--- config.mk ---
export PLATFORM = sky130hd
export DESIGN_NAME = deinterleaver_flat
export DESIGN_NICKNAME = d
export VERILOG_FILES = /design/src/rtl/wimax_pkg.sv /design/src/rtl/deinterleaver_if.sv /design/src/rtl/deint_index_gen.sv /design/src/rtl/deinterleaver.sv /design/src/flat_wrapper.sv
export SDC_FILE = /design/constraint.sdc
export NUM_CORES = 1
export LEC_CHECK = 0
export CORE_AREA = 2 2 220 222
export CTS_CLUSTER_DIAMETER = 40
export CTS_CLUSTER_SIZE = 28
export DETAILED_ROUTE_END_ITERATION = 16
export DIE_AREA = 0 0 222 224
export GPL_ROUTABILITY_DRIVEN = 1
export HOLD_SLACK_MARGIN = 0.12
export PLACE_DENSITY = 0.61
export SLEW_MARGIN = 30
export SYNTH_ARGS = -nofsm -noshare
export SYNTH_HDL_FRONTEND = slang
export SYNTH_SLANG_ARGS = --single-unit
--- constraint.sdc ---
create_clock -name clk -period 8.8 [get_ports clk]
set_input_delay 2.2 -clock clk [delete_from_list [all_inputs] [get_ports clk]]
set_output_delay 2.2 -clock clk [all_outputs]
set_load 0.05 [all_outputs]
--- src/rtl/wimax_pkg.sv ---
// Shared constants and index maps for the 802.16 OFDM block (de)interleaver.
// RTL and bench both reach the permutation through these functions.
package wimax_pkg;
  localparam int NCBPS = 192;
  localparam int NCPC  = 2;
  localparam int S     = NCPC / 2;
  localparam int D     = 16;
  localparam int IDX_W = $clog2(NCBPS);

  // Receive map: over-the-air position j -> original index k.
  // int intermediates are far wider than D*NCBPS needs; truncated only on return.
  function automatic logic [IDX_W-1:0] deint_index(input logic [IDX_W-1:0] j);
    int jj, m, k;
    jj = int'(j);
    m  = S * (jj / S) + ((jj + (D * jj) / NCBPS) % S);
    k  = D * m - (NCBPS - 1) * ((D * m) / NCBPS);
    return IDX_W'(k);
  endfunction

  // Transmit map: original index k -> over-the-air position j.
  function automatic logic [IDX_W-1:0] int_index(input logic [IDX_W-1:0] k);
    int kk, m, j;
    kk = int'(k);
    m  = (NCBPS / D) * (kk % D) + kk / D;
    j  = S * (m / S) + ((m + NCBPS - (D * m) / NCBPS) % S);
    return IDX_W'(j);
  endfunction
endpackage

--- src/rtl/deinterleaver_if.sv ---
// Bit-serial handshake bundle: demapper -> deinterleaver -> FEC.
interface deinterleaver_if;
  import wimax_pkg::*;
  logic             data_in;
  logic             valid_demapper;
  logic             ready_deinterleaver;
  logic             data_out;
  logic [IDX_W-1:0] data_out_index;
  logic             valid_deinterleaver;
  logic             ready_fec;

  modport master (
    output data_in, valid_demapper, ready_fec,
    input  ready_deinterleaver, data_out, data_out_index, valid_deinterleaver
  );
  modport slave (
    input  data_in, valid_demapper, ready_fec,
    output ready_deinterleaver, data_out, data_out_index, valid_deinterleaver
  );
endinterface

--- src/rtl/deint_index_gen.sv ---
// Combinational write-address generator: input position j -> original index k.
module deint_index_gen
  import wimax_pkg::*;
(
  input  logic [IDX_W-1:0] j,
  output logic [IDX_W-1:0] k
);
  assign k = deint_index(j);
endmodule

--- src/rtl/deinterleaver.sv ---
// Ping-pong block deinterleaver: bits land at their original index in the
// write bank, a full bank is streamed out in natural order.
module deinterleaver
  import wimax_pkg::*;
(
  input  logic        clk,
  input  logic        resetN,
  deinterleaver_if.slave bus
);
  localparam logic [IDX_W-1:0] LAST = IDX_W'(NCBPS - 1);

  logic [1:0][NCBPS-1:0] bank;
  logic [1:0]            full;
  logic                  wr_bank, rd_bank;
  logic [IDX_W-1:0]      wr_j, rd_k, wr_k;
  logic                  wr_acc, rd_xfer;

  deint_index_gen u_idx (.j(wr_j), .k(wr_k));

  assign bus.ready_deinterleaver = !full[wr_bank];
  assign bus.valid_deinterleaver = full[rd_bank];
  assign bus.data_out            = bank[rd_bank][rd_k];
  assign bus.data_out_index      = rd_k;

  assign wr_acc  = bus.valid_demapper && !full[wr_bank];
  assign rd_xfer = full[rd_bank] && bus.ready_fec;

  // Storage is not reset: a bank is only read after it has been fully rewritten.
  always_ff @(posedge clk) begin
    if (wr_acc) bank[wr_bank][wr_k] <= bus.data_in;
  end

  // When both sides complete a block in one cycle they touch different banks,
  // since the write bank must be empty and the read bank full.
  always_ff @(posedge clk or negedge resetN) begin
    if (!resetN) begin
      full    <= '0;
      wr_bank <= 1'b0;
      rd_bank <= 1'b0;
      wr_j    <= '0;
      rd_k    <= '0;
    end else begin
      if (wr_acc) begin
        if (wr_j == LAST) begin
          wr_j          <= '0;
          full[wr_bank] <= 1'b1;
          wr_bank       <= ~wr_bank;
        end else begin
          wr_j <= wr_j + IDX_W'(1);
        end
      end
      if (rd_xfer) begin
        if (rd_k == LAST) begin
          rd_k          <= '0;
          full[rd_bank] <= 1'b0;
          rd_bank       <= ~rd_bank;
        end else begin
          rd_k <= rd_k + IDX_W'(1);
        end
      end
    end
  end
endmodule

--- src/flat_wrapper.sv ---
// flat-port wrapper written by rule: the top's interface ports become plain ports
module deinterleaver_flat import wimax_pkg::*;
  (clk, resetN, bus_data_in, bus_valid_demapper, bus_ready_fec, bus_ready_deinterleaver, bus_data_out, bus_data_out_index, bus_valid_deinterleaver);
  deinterleaver_if bus_i ();
  input  logic clk;
  input  logic resetN;
  input wire logic [$bits(bus_i.data_in)-1:0] bus_data_in;
  input wire logic [$bits(bus_i.valid_demapper)-1:0] bus_valid_demapper;
  input wire logic [$bits(bus_i.ready_fec)-1:0] bus_ready_fec;
  output wire logic [$bits(bus_i.ready_deinterleaver)-1:0] bus_ready_deinterleaver;
  output wire logic [$bits(bus_i.data_out)-1:0] bus_data_out;
  output wire logic [$bits(bus_i.data_out_index)-1:0] bus_data_out_index;
  output wire logic [$bits(bus_i.valid_deinterleaver)-1:0] bus_valid_deinterleaver;
  assign bus_i.data_in = bus_data_in;
  assign bus_i.valid_demapper = bus_valid_demapper;
  assign bus_i.ready_fec = bus_ready_fec;
  assign bus_ready_deinterleaver = bus_i.ready_deinterleaver;
  assign bus_data_out = bus_i.data_out;
  assign bus_data_out_index = bus_i.data_out_index;
  assign bus_valid_deinterleaver = bus_i.valid_deinterleaver;
  deinterleaver u_core (.clk(clk), .resetN(resetN), .bus(bus_i));
endmodule
-- After elaboration in Yosys (flattened, before gate mapping)
Index checks and enable logic that the tools add are counted.
- add/subtract/negate cells: 3
- multipliers: 1
- divide/modulo/power cells: 1
- $lt $le $gt $ge: 7
- equality and inequality tests: 2
- shifts and indexed selects: 0
- muxes and demuxes: 23
- bitwise gates (word level): 5
- reduce and logical (&&, ||, !) cells: 8
- operator list (kind ; number):
    192-bit two-way mux ; 3
    384-bit bitwise mux ; 1
    192-bit demux with 1-bit select ; 1
    13-bit by 9-bit divider with 32-bit output (second input constant) ; 1
    9-bit by 32-bit multiplier with 8-bit output (first input constant) ; 1
    8-bit by 9-bit less-than comparator with 1-bit output (second input constant) ; 2
    8-bit by 1-bit adder with 8-bit output (second input constant) ; 2
    8-bit equality test (second input constant) ; 2
    8-bit two-way mux ; 2
    1-bit binary-select mux with 8-bit select ; 1
    1-bit demux with 8-bit select ; 1
    8-bit by 1-bit greater-or-equal comparator with 1-bit output (second input constant) ; 1
    1-bit two-way mux ; 8
    2-bit two-way mux ; 4
    8-bit subtractor ; 1
    1-bit logical AND ; 5
    1-bit by 2-bit less-than comparator with 1-bit output (second input constant) ; 2
    2-bit AND reduction ; 2
    2-bit bitwise AND ; 1
    1-bit demux with 1-bit select ; 2
    1-bit greater-or-equal comparator (second input constant) ; 2
    1-bit NOT ; 2
    2-bit NOT ; 1
    2-bit OR ; 1
    1-bit zero test ; 1
- register bits: 404
- bits in latches: 0
- RAM bits: 0
- bits in read-only memories: 0
- input port bits: 5
- output and inout bits: 11
- word-level logic and storage cells: 57
- memories kept: 0

-- Longest topological paths before layout
- word-level depth: 10
- mapped depth: 29
- gate-level depth less buffers: 23

-- Hierarchy
Synthesis repeated with hierarchy kept, for this count alone.
- cell total of the unflattened synthesis: 1346
- area, all modules: 18779.3 µm²
- by module, submodules not included (module ; times used ; cells an instance ; area each (µm²) ; seq. area each (µm²)):
    deinterleaver ; 1 ; 1232 ; 17812.1 ; 12031.5
    deint_index_gen ; 1 ; 114 ; 967.2 ; 0.0

-- Worst setup path before layout
OpenSTA, ideal clock, no wires.
- path type: register to register
- from: reg, netlist name u_core.wr_j[6]
- to: reg u_core.bank[101] (netlist bit), enable pin
- setup time: 0.331 ns
- data arrival time: 6.525 ns
- required time: 8.469 ns
- setup slack: 1.944 ns
- cell stages (with the launch flop): 26
- buffers on the path: 5
- clock period less this slack: 6.856 ns
- cells stage by stage: dfrtp_1 -> buf_2 -> buf_2 -> clkbuf_1 -> ha_1 -> a21oi_1 -> o311ai_1 -> a21oi_1 -> o211a_1 -> o21ai_0 -> inv_1 -> fa_1 -> fa_1 -> inv_1 -> ha_1 -> fa_1 -> inv_1 -> fa_1 -> ha_1 -> o21a_1 -> or3_1 -> a21oi_1 -> o21ai_1 -> buf_2 -> buf_6 -> a2111oi_2
- RTL lines (element ; RTL line ; source):
    end signal, assigned by index ; deinterleaver.sv:30 ; if (wr_acc) bank[wr_bank][wr_k] <= bus.data_in;
    end, declared ; deinterleaver.sv:12 ; logic [1:0][NCBPS-1:0] bank;

==> results.json <==
{
  "status": "completed",
  "final_common_cell": "edfxtp_1",
  "cts_buffers": 58,
  "fin_crit_ns": 8.07,
  "yosys.area_share.simple_pct": 11.6,
  "synth-main-ff-cell": "edfxtp_1",
  "gp_congestion": 0.782,
  "grt_util_met2_pct": 34.0,
  "grt_max_degree": 278,
  "die_x_um": 222,
  "vias": 14100,
  "ant_nets": 0,
  "hold_buffers": 0,
  "overflow": 0,
  "hold_viol": 0,
  "routed_wl_um": 52600,
  "rsz0062_at_grt": "no",
  "vias_per_cell": 6.40,
  "synth_area_leaders": "edfxtp_1, mux4_2, a21oi_1",
  "cts_tree": "built",
  "drv_cap": 0,
  "tightest_slew_ns": 0.910,
  "ys_seq_area_share_pct": 57.1,
  "grtUsageMet1_pct": 30.5,
  "grt_use_met3_pct": 3.55,
  "syn_area_per_cell_um2": 12.9,
  "coreArea_mm2": 0.0473,
  "cp_data_arrival_time_ns": 8.32,
  "synth_xor_xnor_area_share_pct": 0.748,
  "numPortBuffers": 15,
  "final_cell_mix": "edfxtp_1, a21oi_1, nor3_1",
  "finalCritPeriodShare_pct": 91.7,
  "htree_num_levels": 2,
  "top_usage_layer": "met2",
  "clock_sinks": 404,
  "grtUsageTotal_pct": 21.4,
  "wl_per_cell_um": 23.8,
  "timing.rr.end": "u_core.bank[100]$_DFFE_PP_",
  "postSynthCellCount": 1639,
  "holdPathEnd": "u_core.wr_bank$_DFFE_PN0P_",
  "rrSetupSlack_ns": 0.73,
  "synth_edf_count": 384,
  "cp-end-kind": "flop",
  "cp_max_fo": 74,
  "io-pin-count": 16,
  "synthMuxAreaShare_pct": 11.7,
  "dieArea_mm2": 0.0497,
  "async_flop_share_pct": 4.95,
  "ys_types": 64,
  "yosys_warnings": 0,
  "final-max-slew-violation-count": 0,
  "slew_headroom_pct": 39.4,
  "worst_setup_path_start_kind": "flop",
  "synth_top_family_by_area": "multiplexers",
  "r2r_cells": 24,
  "syn_to_final_growth_pct": 11.9,
  "num_rows": 80,
  "synth_compound_area_share_pct": 11.5,
  "hpwlAfterDp_um": 30000,
  "initial_core_util_pct": 44.5,
  "grt_pass1_vias": 13900,
  "synth_area_leader_cell": "edfxtp_1",
  "drt_pass1_iterations": 5,
  "diodes": 0,
  "nNetsFinal": 1592,
  "max_freq_mhz": 124,
  "drt-initial-drc-count": 1378,
  "synth_seq_cells": 404,
  "drc": 0,
  "hp-class": "flop to flop",
  "die_h_um": 224,
  "cts.clk_slew.worst_paths_ns": 0.06,
  "clock_latency_ns": 0.62,
  "grt_pass1_wl_um": 83300,
  "finalSetupViolCount": 0,
  "fin_setup_tns_ns": 0,
  "finClkSkew_ns": 0.0186,
  "ctsResizeCount": 0,
  "synth_top_cell_area_share_pct": 54.7,
  "holdPathStages": 1,
  "crit_type": "flop to flop",
  "clk_path_buf_depth": 3,
  "synth_nets": 1681,
  "required_ns": 9.05,
  "drive_gt1_share_pct": 16.6,
  "post-cts-setup-buffers": 0,
  "cts_root_buf": "clkbuf_16",
  "antenna_found_initial": 1,
  "synth_area_mm2": 0.0211,
  "min-delay-start": "u_core.full[0]$_DFF_PN0_",
  "synthAdderAreaFrac_pct": 2.55,
  "rr_startpoint": "u_core.wr_j[7]$_DFFE_PN0P_"
}
## per-layer routing
| metal | part of all wire [%] | vias to the layer above |
|---|---|---|
| met4 | 2.6 | 2 |
| met3 | 6.7 | 97 |
| li1 | - | 6314 |
| met1 | 43 | 7220 |
| met5 | 0.025 | - |
| met2 | 48 | 513 |
## sequential cells by signal (all words and copies together) (netlist names)
| name | flops |
|---|---|
| u_core.bank | 384 |
| u_core.bus.data_out_index | 8 |
| u_core.full | 2 |
| u_core.rd_bank | 1 |
| u_core.wr_bank | 1 |
| u_core.wr_j | 8 |
## critical path, stage by stage, from the launching register on
cell and delay [ns]:
dfrtp_1 0.71, ha_1 0.37, nor2b_1 0.25, mux2i_1 0.25, a21oi_1 0.09, o21ai_0 0.56
o211a_1 0.34, o21ai_0 0.21, inv_1 0.20, fa_1 0.25, inv_1 0.08, ha_1 0.29
ha_1 0.28, ha_1 0.31, fa_1 0.50, inv_1 0.04, ha_1 0.30, nor4bb_1 0.14
o21a_1 0.20, o21a_1 0.23, o21ai_0 0.28, o211ai_1 0.25, a41o_4 0.58, buf_4 0.36
a2111oi_0 0.53
## stage by stage
stage,instance area (um^2),cells,util (%),setup WS [ns],hold slack (ns)
3_3_place_gp,21500,2102,45.4,0.850,0.530
2_1_floorplan,21100,1639,-,1.94,0.491
4_1_cts,23600,2211,49.8,0.487,0.547
6_report,23600,2212,49.9,0.726,0.548
5_1_grt,23600,2212,49.9,0.0813,0.582
3_5_place_dp,21500,2104,45.5,0.494,0.535
## cell type report
type | count | area, um^2
Clock buffer | 61 | 1460
Clock inverter | 46 | 594
Fill cell | 4081 | 23700
Inverter | 27 | 101
Multi-Input combinational cell | 1013 | 8110
Sequential cell | 404 | 12000
Tap cell | 615 | 769
Timing Repair Buffer | 46 | 523
## cells by family after synthesis
logic type / Yosys count
buffers and inverters: 222
muxes: 128
and+or+nand+nor: 470
adders and majority gates: 37
xor gates and xnor gates: 18
DFF: 404
AOI/OAI and AO/OA: 360
## worst max path at each step
stage | startpoint | to | slack (ns) | cells past startpoint
global placement | u_core.wr_j[7]$_DFFE_PN0P_ | u_core.bank[100]$_DFFE_PP_ | 0.85 | 21
CTS | u_core.wr_j[7]$_DFFE_PN0P_ | u_core.bank[296]$_DFFE_PP_ | 0.49 | 22
floorplan | u_core.wr_j[6]$_DFFE_PN0P_ | u_core.bank[101]$_DFFE_PP_ | 1.94 | 25
finish | u_core.wr_j[7]$_DFFE_PN0P_ | u_core.bank[100]$_DFFE_PP_ | 0.73 | 24
detailed placement | u_core.wr_j[7]$_DFFE_PN0P_ | u_core.bank[296]$_DFFE_PP_ | 0.49 | 22
global route | u_core.wr_j[7]$_DFFE_PN0P_ | u_core.bank[102]$_DFFE_PP_ | 0.08 | 23
## synth_stat cells (9+ instances only)
| cell | instances |
|---|---|
| nand3_1 | 135 |
| a221oi_1 | 10 |
| nor3_1 | 140 |
| nand2_1 | 46 |
| nor2_1 | 26 |
| mux2i_1 | 33 |
| buf_1 | 20 |
| edfxtp_1 | 384 |
| dfrtp_1 | 20 |
| and2_1 | 23 |
| buf_6 | 9 |
| a2111oi_0 | 35 |
| a21oi_1 | 209 |
| fa_1 | 10 |
| buf_2 | 74 |
| xnor2_1 | 14 |
| inv_1 | 26 |
| o21ai_0 | 20 |
| clkbuf_1 | 85 |
| nor2b_1 | 9 |
| a2111oi_2 | 30 |
| or3_1 | 66 |
| mux4_2 | 86 |
| ha_1 | 27 |
Power is left out: the tool's default activity adds up to more than one toggle a clock period on the data nets, which glitch-free logic cannot reach.
